==> src/rtl/lsu_pkg.sv <==
// Shared definitions for the load/store unit: RV32I funct3 codes, FSM encoding,
// IO window bit positions and the funct3 legality check.
package lsu_pkg;

  localparam logic [2:0] F3_B  = 3'b000;
  localparam logic [2:0] F3_H  = 3'b001;
  localparam logic [2:0] F3_W  = 3'b010;
  localparam logic [2:0] F3_BU = 3'b100;
  localparam logic [2:0] F3_HU = 3'b101;

  localparam logic [1:0] ST_IDLE      = 2'd0;
  localparam logic [1:0] ST_READ_WAIT = 2'd1;
  localparam logic [1:0] ST_RESP      = 2'd2;

  // Word-address bits selecting the memory-mapped IO windows.
  localparam int IO_WIN0_BIT = 10;
  localparam int IO_WIN1_BIT = 11;

  typedef struct packed {
    logic [2:0] funct3;
    logic [1:0] off;
  } ld_ctx_t;

  // Stores only have B/H/W; loads additionally have BU/HU.
  function automatic logic f3_illegal(input logic is_write, input logic [2:0] f3);
    if (is_write) return (f3 >= 3'b011);
    return (f3 == 3'b011) || (f3[2:1] == 2'b11);
  endfunction

endpackage

==> src/rtl/load_store_unit_load_extract.sv <==
// Combinational lane select and sign/zero extension of a loaded memory word.
// Zero latency; no flow control.
module load_extract
  import lsu_pkg::*;
(
  input  logic [31:0] i_word,
  input  logic [1:0]  i_offset,
  input  logic [2:0]  i_funct3,
  output logic [31:0] o_data
);

  logic [7:0]  w_byte;
  logic [15:0] w_half;

  assign w_byte = i_word[8*i_offset +: 8];
  // Halfword lane comes from off[1] only, so a misaligned half is silently aligned.
  assign w_half = i_word[16*i_offset[1] +: 16];

  always_comb begin
    o_data = i_word;
    case (i_funct3)
      F3_B:    o_data = {{24{w_byte[7]}}, w_byte};
      F3_H:    o_data = {{16{w_half[15]}}, w_half};
      F3_BU:   o_data = {24'h0, w_byte};
      F3_HU:   o_data = {16'h0, w_half};
      default: o_data = i_word;
    endcase
  end

endmodule

==> src/rtl/load_store_unit.sv <==
// Data-memory initiator: stores respond 1 cycle after acceptance, loads READ_LATENCY+1; one request
// in flight, req_ready low until the response cycle ends. Misalignment trap via LSU_MISALIGN_TRAP_EN.
module load_store_unit
  import lsu_pkg::*;
#(
  parameter int ADDR_WIDTH   = 12,
  parameter int READ_LATENCY = 2
) (
  input  logic                  clock,
  input  logic                  reset,
  input  logic                  req_valid,
  output logic                  req_ready,
  input  logic                  req_write,
  input  logic [2:0]            req_funct3,
  input  logic [31:0]           req_address,
  input  logic [31:0]           req_wdata,
  output logic                  rsp_valid,
  output logic [31:0]           rsp_rdata,
  output logic                  rsp_fault,
  output logic [ADDR_WIDTH-1:0] mem_address,
  output logic [3:0]            mem_byteena,
  output logic [31:0]           mem_data,
  output logic                  mem_wren,
  input  logic [31:0]           mem_q
);

  localparam logic [2:0] LAT_LAST = 3'(READ_LATENCY - 1);

  logic [1:0]  r_state;
  logic [2:0]  r_cnt;
  ld_ctx_t     r_ctx;
  logic [31:0] r_rsp_rdata;
  logic        r_rsp_fault;

  logic [1:0]  w_off;
  logic        w_accept;
  logic        w_misalign;
  logic        w_fault;
  logic [31:0] w_ext;
  logic        w_unused_addr;

  assign w_off    = req_address[1:0];
  assign w_accept = req_valid && req_ready;

`ifdef LSU_MISALIGN_TRAP_EN
  assign w_misalign = ((req_funct3[1:0] == 2'b01) && w_off[0]) ||
                      ((req_funct3[1:0] == 2'b10) && (w_off != 2'b00));
`else
  assign w_misalign = 1'b0;
`endif

  assign w_fault = f3_illegal(req_write, req_funct3) || w_misalign;

  // The memory registers its inputs, so the request fields drive it directly.
  assign req_ready     = (r_state == ST_IDLE) && !reset;
  assign mem_address   = req_address[ADDR_WIDTH+1:2];
  assign mem_wren      = w_accept && req_write && !w_fault;
  assign w_unused_addr = &{1'b0, req_address[31:ADDR_WIDTH+2]};

  always_comb begin
    mem_byteena = 4'b1111;
    mem_data    = req_wdata;
    if (req_write) begin
      case (req_funct3[1:0])
        2'b00: begin
          mem_byteena = 4'b0001 << w_off;
          mem_data    = {4{req_wdata[7:0]}};
        end
        2'b01: begin
          mem_byteena = w_off[1] ? 4'b1100 : 4'b0011;
          mem_data    = {2{req_wdata[15:0]}};
        end
        default: begin
          mem_byteena = 4'b1111;
          mem_data    = req_wdata;
        end
      endcase
    end
  end

  load_extract u_extract (
    .i_word   (mem_q),
    .i_offset (r_ctx.off),
    .i_funct3 (r_ctx.funct3),
    .o_data   (w_ext)
  );

  always_ff @(posedge clock) begin
    if (reset) begin
      r_state     <= ST_IDLE;
      r_cnt       <= 3'd0;
      r_ctx       <= '0;
      r_rsp_rdata <= 32'h0;
      r_rsp_fault <= 1'b0;
    end else begin
      case (r_state)
        ST_IDLE: begin
          if (w_accept) begin
            r_cnt <= 3'd0;
            if (w_fault || req_write) begin
              r_state     <= ST_RESP;
              r_rsp_fault <= w_fault;
              r_rsp_rdata <= 32'h0;
            end else begin
              r_state     <= ST_READ_WAIT;
              r_rsp_fault <= 1'b0;
              r_ctx       <= '{funct3: req_funct3, off: w_off};
            end
          end
        end
        ST_READ_WAIT: begin
          // mem_q is valid on the READ_LATENCY-th edge after acceptance.
          if (r_cnt == LAT_LAST) begin
            r_rsp_rdata <= w_ext;
            r_state     <= ST_RESP;
            r_cnt       <= 3'd0;
          end else begin
            r_cnt <= r_cnt + 3'd1;
          end
        end
        ST_RESP: r_state <= ST_IDLE;
        default: r_state <= ST_IDLE;
      endcase
    end
  end

  assign rsp_valid = (r_state == ST_RESP);
  assign rsp_rdata = r_rsp_rdata;
  assign rsp_fault = r_rsp_fault;

endmodule

==> config.mk <==
export PLATFORM = sky130hd
export DESIGN_NAME = load_store_unit
export DESIGN_NICKNAME = d
export VERILOG_FILES = /design/src/rtl/lsu_pkg.sv /design/src/rtl/load_store_unit_load_extract.sv /design/src/rtl/load_store_unit.sv
export SDC_FILE = /design/constraint.sdc
export NUM_CORES = 1
export LEC_CHECK = 0
export BUFFER_PORTS_ARGS = -buffer_cell sky130_fd_sc_hd__buf_2
export CAP_MARGIN = 0
export CORE_MARGIN = 2
export CORE_UTILIZATION = 42
export DETAILED_ROUTE_END_ITERATION = 7
export PLACE_DENSITY = 0.81
export SYNTH_ARGS = -nofsm -noshare
export SYNTH_HDL_FRONTEND = slang
export SYNTH_SLANG_ARGS = --single-unit
==> constraint.sdc <==
create_clock -name clock -period 2.6 [get_ports clock]
set_input_delay 0.26 -clock clock [delete_from_list [all_inputs] [get_ports clock]]
set_output_delay 0.26 -clock clock [all_outputs]
set_load 0.01 [all_outputs]
==> results.md, run 1 <==
* Outcome: complete, no violations
* Buf/Inv on CP at 0
* CP Data Arrival Time at 2520 ps
* Max frequency at 438 MHz
* Worst Tran Pin Value at 837 ps
* Yosys reg bits at 43
* Slew margin rel. at 44.1%
* Crit Path Class: reg -> reg
* Hold path start: mem_q[25]
* Area post-placement at 3250 um^2
* Worst EP required at 2830 ps
* Largest net degree at the start of global routing at 25
* Endpoints failing hold at 0
* Area Growth Syn to Fin at 24.9%
* Clk sinks at 43
* R2R depth at 4
* Via/cell ratio at 5.44
* Routed wire per std cell at 14.8 um
* Slowest Stage Delay on Critical Path at 710 ps
* Core Area at 6280 um^2
* Vias in the first global route at 2536
* Post-Route WL at 7.35 mm
* Reg-to-reg endpoint: rsp_rdata[21]
* PostCTS Resize Cnt at 0
* Avg Inst Size Synth at 8.75 um^2
* Num ports at 187
* Power Density at 441 nW/um^2
* Initial Util at 42.8%
* Total negative slack at 0 ps
* Final setup vio count at 0
* # nets final at 524
* Syn Inst Count at 307
* Final GP Congestion at 0.911
* Die outline width at 84.0 um
* Largest delay contributor family on the critical path: simple AND/OR/NAND/NOR gates
* Crit-path cells: nor3b_4, nor3b_2, nor4b_4, a221o_1
* Clock Skews at 2.59 ps
* Reg clk slew, reported paths at 80 ps
* IO Port Bufs at 144
* Ant. Diodes at 0
* Routed Antenna Nets at 0
* Antenna violations before repair at 0
* Worst skew pair latency at 290 ps
* Ys Warns at 0
* TritonRoute pass-1 iters at 4
* Setup crit end kind: register
* Clock Tree Buf Depth at 2
* Final std cells w/o fill at 498
* Hold Crit Class: in -> reg
* Max-slew violations at 0
* Root Buffer: clkbuf_8
* Number of CTS-inserted buffers at 5
* Crit start category: register
* Cell area after layout at 3360 um^2
* Hold buffers post-CTS at 0
* RSZ-0062 raised after global routing: no
* Grt ovf at 0
* Initial drt markers at 101
* Synth Cell Area at 2690 um^2
* Max Cap Viol at 0
* DRC viols at 0
* Post-DP HPWL at 5.88 mm
* Vias at 2708
* Share of cells above drive strength 1 at 40.6%
* Worst-path fanout max at 16
* CP max stage cell: nor4b_4
* Global-route wire length before repair at 11.7 mm
* Tcrit/Tclk final at 87.8%
* R2r setup slk at 320 ps
* Synth cell types at 38
* R2R Path Start: r_state[0]
* Final min period at 2280 ps
* Gr usage total at 20.1%
* Die area at 7060 um^2
* Postcts setup bufs at 0
* Die Y at 84.0 um
* Syn_nets at 410
* Lkg Pwr at 1.61 nW
* Row Count at 29
* Worst hold endpoint: rsp_rdata[25]
* Share of the yosys chip area belonging to registers at 32.0%
* Max VDD drop at 0.310 mV
* H-tree depth at 2
* Hold path cells at 2
* CTS tree: yes
* Launch point of the worst path: r_state[0]
* DP Cell Count at 491
==> per-stage QoR <==
stage / power [mW] / setup WS [ps] / util, % / hold WS, ps
4_1_cts: 1.50 / 322 / 53.5 / 206
3_5_place_dp: 0.996 / 350 / 51.8 / 451
6_report: 1.48 / 317 / 53.5 / 210
2_1_floorplan: 0.892 / 809 / - / 398
5_1_grt: 1.55 / 147 / 53.5 / 211
3_3_place_gp: 0.992 / 436 / 51.8 / 450
==> worst max-delay path by stage <==
stage,slack (ps),cells after the start,to
floorplan,810,6,rsp_rdata[30]
CTS,320,4,rsp_rdata[22]
global placement,440,4,rsp_rdata[30]
global route,150,4,rsp_rdata[22]
finish,320,4,rsp_rdata[21]
detailed placement,350,4,rsp_rdata[22]
==> state kept, by name, indices dropped and copies added, names as in the netlist <==
name	count
r_ctx	5
rsp_rdata	32
r_cnt	3
r_state	2
rsp_fault	1
==> area by class of cell <==
type	count	area [um^2]
clock buffer	6	72.6
clock inverter	1	30.0
fill	584	2920
inverter	10	37.5
multi-input combinational	214	1520
sequential	43	861
tap	77	96.3
timing repair buffer	147	743
==> report_power, final <==
| part | leakage (nW) | switching [mW] | total [mW] | internal (mW) |
|---|---|---|---|---|
| clock | 0.0513 | 0.219 | 0.500 | 0.282 |
| combinational | 1.21 | 0.169 | 0.303 | 0.134 |
| sequential | 0.347 | 0.0130 | 0.679 | 0.666 |
==> kinds of logic (layout without fill, tap and decap cells) <==
kind of cell	after synthesis	count (layout)	share of synthesized area, %
flops	43	43	32.0
simple gates	98	98	18.9
mux	40	40	15.8
buf+inv	50	164	11.5
compound gates	76	76	21.7
==> cells in the mapped netlist <==
cell type   n  area share [%]
and2_1      2            0.47
nor3b_2     1            0.47
buf_4      20             5.6
a32o_1      9             3.4
a22oi_1     2            0.56
a21oi_1     7             1.3
o21ai_0    22             4.1
dfxtp_1    43              32
nor3b_1     2            0.56
mux2_2     10             4.2
or2_2       1            0.23
clkbuf_1    9             1.3
o21bai_1    1            0.28
buf_2       2            0.37
o21a_1      1            0.28
nor4b_4     1            0.88
nand2_1    49             6.8
mux2i_1    29              11
and3_1      1            0.23
buf_1       3            0.42
nand2b_1   13             3.0
o211ai_1    7             2.0
nand4bb_1   1            0.42
nor3b_4     1            0.70
a221o_1    16             6.0
or3b_1      1            0.33
nor4_4      1            0.79
nor3_1      3            0.56
a32oi_1     7             2.3
buf_6       6             2.5
nor2_1     16             2.2
nor2b_1     5             1.2
mux4_2      1            0.84
a21oi_2     1            0.33
clkinv_1    1            0.14
o221a_4     1            0.74
inv_1       9             1.3
a211oi_1    2            0.56
==> metal layers <==
metal	routed length (um)	GRT usage, %	share of wire, %
met1	2920	23.4	40
met2	3590	35.5	49
met3	597	4.35	8.1
met4	236	8.50	3.2
met5	0	0	0
==> cell usage in the layout, fill, tap and decap left out, drive strengths merged <==
cell | Yosys | routed
or3b | 1 | 1
o21bai | 1 | 1
a221o | 16 | 16
mux2 | 10 | 10
nor2b | 5 | 5
o211ai | 7 | 7
nor4 | 1 | 1
bufinv | 0 | 1
buf | 31 | 147
mux4 | 1 | 1
mux2i | 29 | 29
clkinv | 1 | 1
nor3 | 3 | 3
o221a | 1 | 1
o21a | 1 | 1
a211oi | 2 | 2
inv | 9 | 9
o21ai | 22 | 22
a32oi | 7 | 7
a21oi | 8 | 8
nand2 | 49 | 49
nor3b | 4 | 4
nand2b | 13 | 13
clkbuf | 9 | 6
dfxtp | 43 | 43
and3 | 1 | 1
nand4bb | 1 | 1
a32o | 9 | 9
a22oi | 2 | 2
nor4b | 1 | 1
or2 | 1 | 1
nor2 | 16 | 16
and2 | 2 | 2
Note: power is estimated with default switching activity, not from simulation.
==> run 2, diff against run 1 <==
==> constraint.sdc (replaced) <==
create_clock -name clock -period 2.6 [get_ports clock]
set_input_delay 0.13 -clock clock [delete_from_list [all_inputs] [get_ports clock]]
set_output_delay 0.13 -clock clock [all_outputs]
set_load 0.01 [all_outputs]
==> run 2 against run 1 <==
Against the previous run:
- power down 0.34%
- utilization unchanged
- clock power down 1%
- sequential power about the same
- final cell count unchanged
- first-iteration DRC count up 29%
- fmax down 0.52%
- worst hold slack worse by 130 ps
- wire length up 0.22%
- sequential share of layout area unchanged
- design area unchanged
- clock skew up 6.9 ps
- critical path type unchanged
- largest power group unchanged
- highest routed layer unchanged
==> results.md, run 2 (same netlist as run 1, synthesis figures left out) <==
* DRC viols at 0 (unchanged)
* Launch point of the worst path: r_state[0]
* RSZ-0062 raised after global routing: no
* Most common cell after layout, fill and taps aside: buf_2
* Die area at 7060 um^2 (unchanged)
* Max-slew violations at 0 (unchanged)
* Area Growth Syn to Fin at 24.9% (unchanged)
* Internal Pwr Total at 1.08 mW (about the same)
* # nets final at 524 (unchanged)
* Initial drt markers at 130 (+29%)
* CP Data Arrival Time at 2530 ps (about the same)
* PostCTS Resize Cnt at 0 (unchanged)
* Routed Antenna Nets at 0 (unchanged)
* Logic pwr share at 20.5% (about the same)
* Crit Path Class: reg -> reg
* Core Area at 6280 um^2 (unchanged)
* CTS tree: yes
* Max Cap Viol at 0 (unchanged)
* Cell area after layout at 3360 um^2 (unchanged)
* Total negative slack at 0 ps (unchanged)
* Outcome: complete, no violations
* Max frequency at 436 MHz (-0.52%)
* Reg power frac at 46.0% (+0.2 points)
* Number of CTS-inserted buffers at 5 (unchanged)
* Vias in the first global route at 2468 (-2.7%)
* Ant. Diodes at 0 (unchanged)
* Root Buffer: clkbuf_8
* Largest register FFs at 32 (unchanged)
* Hold buffers post-CTS at 0 (unchanged)
* Grt ovf at 0 (unchanged)
* Post-Route WL at 7.36 mm (+0.22%)
* Crit start category: register
* Power Density at 440 nW/um^2 (-0.34%)
* Endpoints failing hold at 0 (unchanged)
* Antenna violations before repair at 0 (unchanged)
* Clock Tree Buf Depth at 2 (unchanged)
* Vias at 2681 (-1.0%)
* Clk sinks at 43 (unchanged)
* Final setup vio count at 0 (unchanged)
* Sw power at 0.395 mW (-1.3%)
* Num ports at 187 (unchanged)
* Tcrit/Tclk final at 88.3% (+0.46 points)
* Final GP Congestion at 0.901 (-1.1%)
* Worst Tran Pin Value at 844 ps (+7.49 ps)
* Fill count at 590 (+1.0%)
* Global-route wire length before repair at 11.6 mm (-1.3%)
* Lkg Pwr at 1.61 nW (unchanged)
* Hold path start: mem_q[26]
* Sw frac at 26.8% (-0.25 points)
* TritonRoute pass-1 iters at 4 (unchanged)
* Commonest non-fill, non-tap cells in the layout: buf_2, nand2_1, dfxtp_1, mux2i_1, o21ai_0
* Initial Util at 42.8% (unchanged)
* Clock Skews at 9.50 ps (+6.91 ps)
* Via/cell ratio at 5.38 (-1.0%)
* Worst-path fanout max at 16 (unchanged)
* Slew margin rel. at 43.6% (-0.50 points)
* Setup crit end kind: register
* Clk pwr share at 33.5% (-0.3 points)
* H-tree depth at 2 (unchanged)
* Reg clk slew, reported paths at 80 ps (about the same)
* Gr usage total at 19.9% (-0.19 points)
* IO Port Bufs at 144 (unchanged)
* Hold Crit Class: in -> reg
* R2R Path Start: r_state[0]
* Row Count at 29 (unchanged)
* Postcts setup bufs at 0 (unchanged)
* Post-DP HPWL at 5.96 mm (+1.3%)
* Final min period at 2300 ps (+12.0 ps)
* Max VDD drop at 0.315 mV (+1.7%)
* Worst skew pair latency at 290 ps (about the same)
* Area post-placement at 3250 um^2 (unchanged)
* Share of cells above drive strength 1 at 40.6% (unchanged)
* Worst EP required at 2830 ps (about the same)
* Routed wire per std cell at 14.8 um (+0.22%)
* Die Y at 84.0 um (unchanged)
* Largest net degree at the start of global routing at 26 (+4.0%)
* Die outline width at 84.0 um (unchanged)
-- run 2: per-stage QoR --
step                hold WS, ps  total power, mW  utilization (%)  setup slack [ps]  cells
detailed placement          260            0.997             51.8               362    491
CTS                        70.2             1.49             53.5               315    498
global placement            260            0.992             51.8               445    491
finish                     79.3             1.48             53.5               305    498
floorplan                   268            0.892                -               809    307
global route               77.0             1.54             53.5              93.9    498
-- run 2: area by class of cell --
class	instances	area, um^2	area share, %
Clock buffer	6	72.6	2.16
Clock inverter	1	30.0	0.895
Inverter	10	37.5	1.12
Multi-Input combinational cell	214	1520	45.2
Sequential cell	43	861	25.6
Tap cell	77	96.3	2.87
Timing Repair Buffer	147	743	22.1
-- run 2: layer usage --
metal  share of wire, %  vias to the layer above  global-route usage, %
met5                  0                        -                      0
met2                 50                      125                   36.0
li1                   -                     1322                      -
met1                 40                     1219                   22.7
met4                2.1                        0                   7.04
met3                7.6                       15                   4.85
-- run 2: worst max-delay path: stages (launching register included) --
cell	delay (ps)
dfxtp_1	520
nor3b_4	400
nor3b_2	380
nor4b_4	720
a221o_1	210
-- run 2: final timing paths --
path                                 endpoint  slack, ps  cells past startpoint
worst max register to register  rsp_rdata[22]        300                      4
worst min-delay path            rsp_rdata[26]         80                      2
worst max-delay path            rsp_rdata[22]        300                      4
worst min register to register   rsp_rdata[5]        460                      2
-- run 2: power groups by stage --
stage / logic, mW / clock network [mW] / registers (mW)
final: 0.303 / 0.495 / 0.679
after global routing: 0.332 / 0.530 / 0.680
after CTS: 0.304 / 0.507 / 0.679
after detailed placement: 0.303 / 0 / 0.694
after global placement: 0.298 / 0 / 0.694
after floorplan: 0.202 / 0 / 0.690
==> run 3, diff against run 2 <==
--- a/config.mk
+++ b/config.mk
@@ -5,12 +5,13 @@
 export SDC_FILE = /design/constraint.sdc
 export NUM_CORES = 1
 export LEC_CHECK = 0
+export ABC_AREA = 1
 export BUFFER_PORTS_ARGS = -buffer_cell sky130_fd_sc_hd__buf_2
 export CAP_MARGIN = 0
 export CORE_MARGIN = 2
-export CORE_UTILIZATION = 42
+export CORE_UTILIZATION = 44
 export DETAILED_ROUTE_END_ITERATION = 7
-export PLACE_DENSITY = 0.81
+export PLACE_DENSITY = 0.82
 export SYNTH_ARGS = -nofsm -noshare
 export SYNTH_HDL_FRONTEND = slang
 export SYNTH_SLANG_ARGS = --single-unit
==> run 3 against run 2 <==
Against the previous run:
- final cell count is 36% higher
- sequential cell count unchanged
- register-to-register slack better by 610 ps
- non-clock buffer count up 5
- critical path depth is 5 higher
- critical path type unchanged
- critical endpoint is now rsp_rdata[19]
- largest power group unchanged
- highest routed layer unchanged
==> results.md, run 3 <==
* Postcts setup bufs at 0 (unchanged)
* Prevailing post-synth register cell: dfxtp_1
* CTS tree: yes
* Worst-path fanout max at 31 (+15)
* Vias in the first global route at 3249 (+32%)
* Reg power frac at 39.0% (-7.0 points)
* Tcrit/Tclk final at 64.9% (-23 points)
* Largest family of logic cells by synthesized area: simple AND/OR/NAND/NOR gates
* Largest register FFs at 32 (unchanged)
* DRC viols at 0 (unchanged)
* Total negative slack at 0 ps (unchanged)
* Lkg Pwr at 1.98 nW (+23%)
* Synth Cell Area at 3020 um^2 (+12%)
* Crit Path Class: reg -> reg
* Reg-to-reg endpoint: rsp_rdata[19]
* Compound-Gate Fraction of Synth Area at 22.3% (+0.57 points)
* Hold path start: req_funct3[2]
* PostCTS Resize Cnt at 0 (unchanged)
* Core Area at 6720 um^2 (+7.0%)
* CP Data Arrival Time at 1920 ps (-610 ps)
* Root Buffer: clkbuf_8
* Yosys reg bits at 43 (unchanged)
* Synth Area in Adders at 0% (unchanged)
* Share of the yosys chip area belonging to registers at 28.5% (-3.6 points)
* Most frequent cell after synthesis: nand2_1
* Routed Antenna Nets at 0 (unchanged)
* Area post-placement at 3610 um^2 (+11%)
* Num ports at 187 (unchanged)
* Clk sinks at 43 (unchanged)
* Worst EP required at 2830 ps (about the same)
* Largest net degree at the start of global routing at 32 (+23%)
* Buf/Inv on CP at 4 (+4)
* R2R depth at 9 (+5)
* Worst path most repeated cell: inv_2
* H-tree depth at 2 (unchanged)
* Top cells by area, synth: dfxtp_1, nand2_1, o21ai_0, a21oi_1, nor2_1
* Routed wire per std cell at 13.5 um (-8.4%)
* Post-synth top area share at 28.5% (-3.6 points)
* Internal Pwr Total at 1.25 mW (+15%)
* R2r setup slk at 910 ps (+610 ps)
* Post-Synth XOR/XNOR Area at 0% (unchanged)
* Number of CTS-inserted buffers at 5 (unchanged)
* Tot Pwr at 1.81 mW (+23%)
* Max Cap Viol at 0 (unchanged)
* Top cells by count, synth: nand2_1, o21ai_0, nor2_1
* Initial drt markers at 250 (+92%)
* Final std cells w/o fill at 679 (+36%)
* Final setup vio count at 0 (unchanged)
* Post-synthesis simple-gate area fraction at 32.4% (+13 points)
* # nets final at 701 (+34%)
* Hold path cells at 3 (+1)
* Setup crit end kind: register
* Sw power at 0.562 mW (+42%)
* Syn_nets at 588 (+43%)
* Sw frac at 31.1% (+4.3 points)
* Antenna violations before repair at 0 (unchanged)
* Reg clk slew, reported paths at 90 ps (about the same)
* Synth cell types at 26 (-32%)
* WHS at 133 ps (+53.9 ps)
* Area Growth Syn to Fin at 23.8%
* Post-synth EDFFs at 0 (unchanged)
* Crit start category: register
* R2R Path Start: r_state[0]
* Core Util, Final at 55.7% (+2.2 points)
* Global-route wire length before repair at 14.3 mm (+23%)
* Vias at 3513 (+31%)
* RSZ-0062 raised after global routing: no
* Endpoints failing hold at 0 (unchanged)
* Async SR Flop Fraction at 0% (unchanged)
* Slowest Stage Delay on Critical Path at 400 ps (-320 ps)
* Crit-path cells: inv_2, nor2_4, inv_2, nand2_2, inv_2, nor2_4, buf_4, nand3_1, a21oi_1
* Clock Tree Buf Depth at 2 (unchanged)
* Post-Route WL at 9.19 mm (+25%)
* Commonest non-fill, non-tap cells in the layout: buf_2, nand2_1, o21ai_0, nor2_1, inv_1
* Fill count at 670 (+14%)
* Avg Inst Size Synth at 6.23 um^2 (-29%)
* Final GP Congestion at 0.896 (-0.59%)
* Post-synthesis mux area share at 0% (-16 points)
* Share of cells above drive strength 1 at 32.9% (-7.7 points)
* Hold Crit Class: in -> reg
* Max VDD drop at 0.225 mV (-29%)
* Syn Inst Count at 485 (+58%)
* Cell area after layout at 3740 um^2 (+11%)
* Row Count at 30 (+3.4%)
* Power Density at 484 nW/um^2 (+9.9%)
* Clock Skews at 12.8 ps (+3.28 ps)
* Final min period at 1690 ps (-608 ps)
* Ys Warns at 0 (unchanged)
* Outcome: complete, no violations
* Die area at 7550 um^2 (+7.0%)
* Die outline width at 86.9 um (+3.4%)
* Fin worst setup slack at 913 ps (+608 ps)
* Slew margin rel. at 59.6% (+16 points)
* Ant. Diodes at 0 (unchanged)
* Pre-CTS setup slack at 939 ps (+577 ps)
* Worst skew pair latency at 310 ps (+20 ps)
* Hold buffers post-CTS at 0 (unchanged)
* Largest delay contributor family on the critical path: simple AND/OR/NAND/NOR gates
* Logic pwr share at 26.8% (+6.3 points)
* Post-DP HPWL at 7.06 mm (+18%)
* Max-slew violations at 0 (unchanged)
* TritonRoute pass-1 iters at 4 (unchanged)
* Worst hold endpoint: r_ctx[4]
* Die Y at 86.9 um (+3.4%)
* Worst Tran Pin Value at 605 ps (-240 ps)
* Clk pwr share at 34.2% (+0.7 points)
* Most common cell after layout, fill and taps aside: buf_2
* Initial Util at 45.0% (+2.2 points)
* DP Cell Count at 671 (+37%)
* Grt ovf at 0 (unchanged)
* Largest area contributor in the netlist: dfxtp_1
* Max frequency at 593 MHz (+36%)
* IO Port Bufs at 144 (unchanged)
* Via/cell ratio at 5.17 (-3.9%)
* Gr usage total at 23.7% (+3.8 points)
* CP max stage cell: dfxtp_1
==> run 3: cell count changes after synthesis, moves of 29 or more <==
| cell | change |
|---|---|
| o21ai_0 | +36 |
| inv_1 | +41 |
| a21oi_1 | +35 |
| nor2_1 | +37 |
| mux2i_1 | -29 |
| nand2_1 | +75 |
==> run 3: worst max-delay path by stage <==
stage | from | end | slack (ps) | depth (start not counted)
CTS | r_state[0] | rsp_rdata[7] | 920 | 9
global route | r_state[0] | rsp_rdata[12] | 750 | 8
floorplan | r_ctx[1] | rsp_rdata[24] | 1240 | 9
detailed placement | r_state[0] | rsp_rdata[7] | 940 | 9
global placement | r_state[0] | rsp_rdata[7] | 1000 | 9
finish | r_state[0] | rsp_rdata[19] | 910 | 9
==> run 3: cell families after synthesis <==
family	Yosys count
AOI/OAI and AO/OA	123
buffers and inverters	102
DFF	43
and+or+nand+nor	217
==> run 3: worst min-delay path, cell delays in order <==
cell	delay, ps
buf_2	100
o21ai_0	80
a21oi_1	100
==> run 3: layout make-up <==
class                      count  area, um^2  share of cell area, %
inverter                      56         215                   5.75
timing repair buffer         152         781                   20.9
sequential                    43         861                   23.0
clock inverter                 2        60.1                   1.61
tap                           80         100                   2.68
clock buffer                   6        72.6                   1.94
multi-input combinational    340        1650                   44.1
==> run 3: layer usage <==
layer	vias up	wire length, um	track usage [%]	part of all wire (%)
li1	1758	-	-	-
met1	1563	3640	26.8	40
met2	172	4630	43.9	50
met3	20	671	4.08	7.3
met4	0	252	8.95	2.7
met5	-	0	0	0
==> run 3: power groups by stage <==
stage	sequential, mW	clock [mW]	combinational, mW
4_1_cts	0.705	0.625	0.483
2_1_floorplan	0.730	0	0.320
3_3_place_gp	0.720	0	0.472
6_report	0.705	0.619	0.485
3_5_place_dp	0.721	0	0.480
5_1_grt	0.709	0.656	0.537
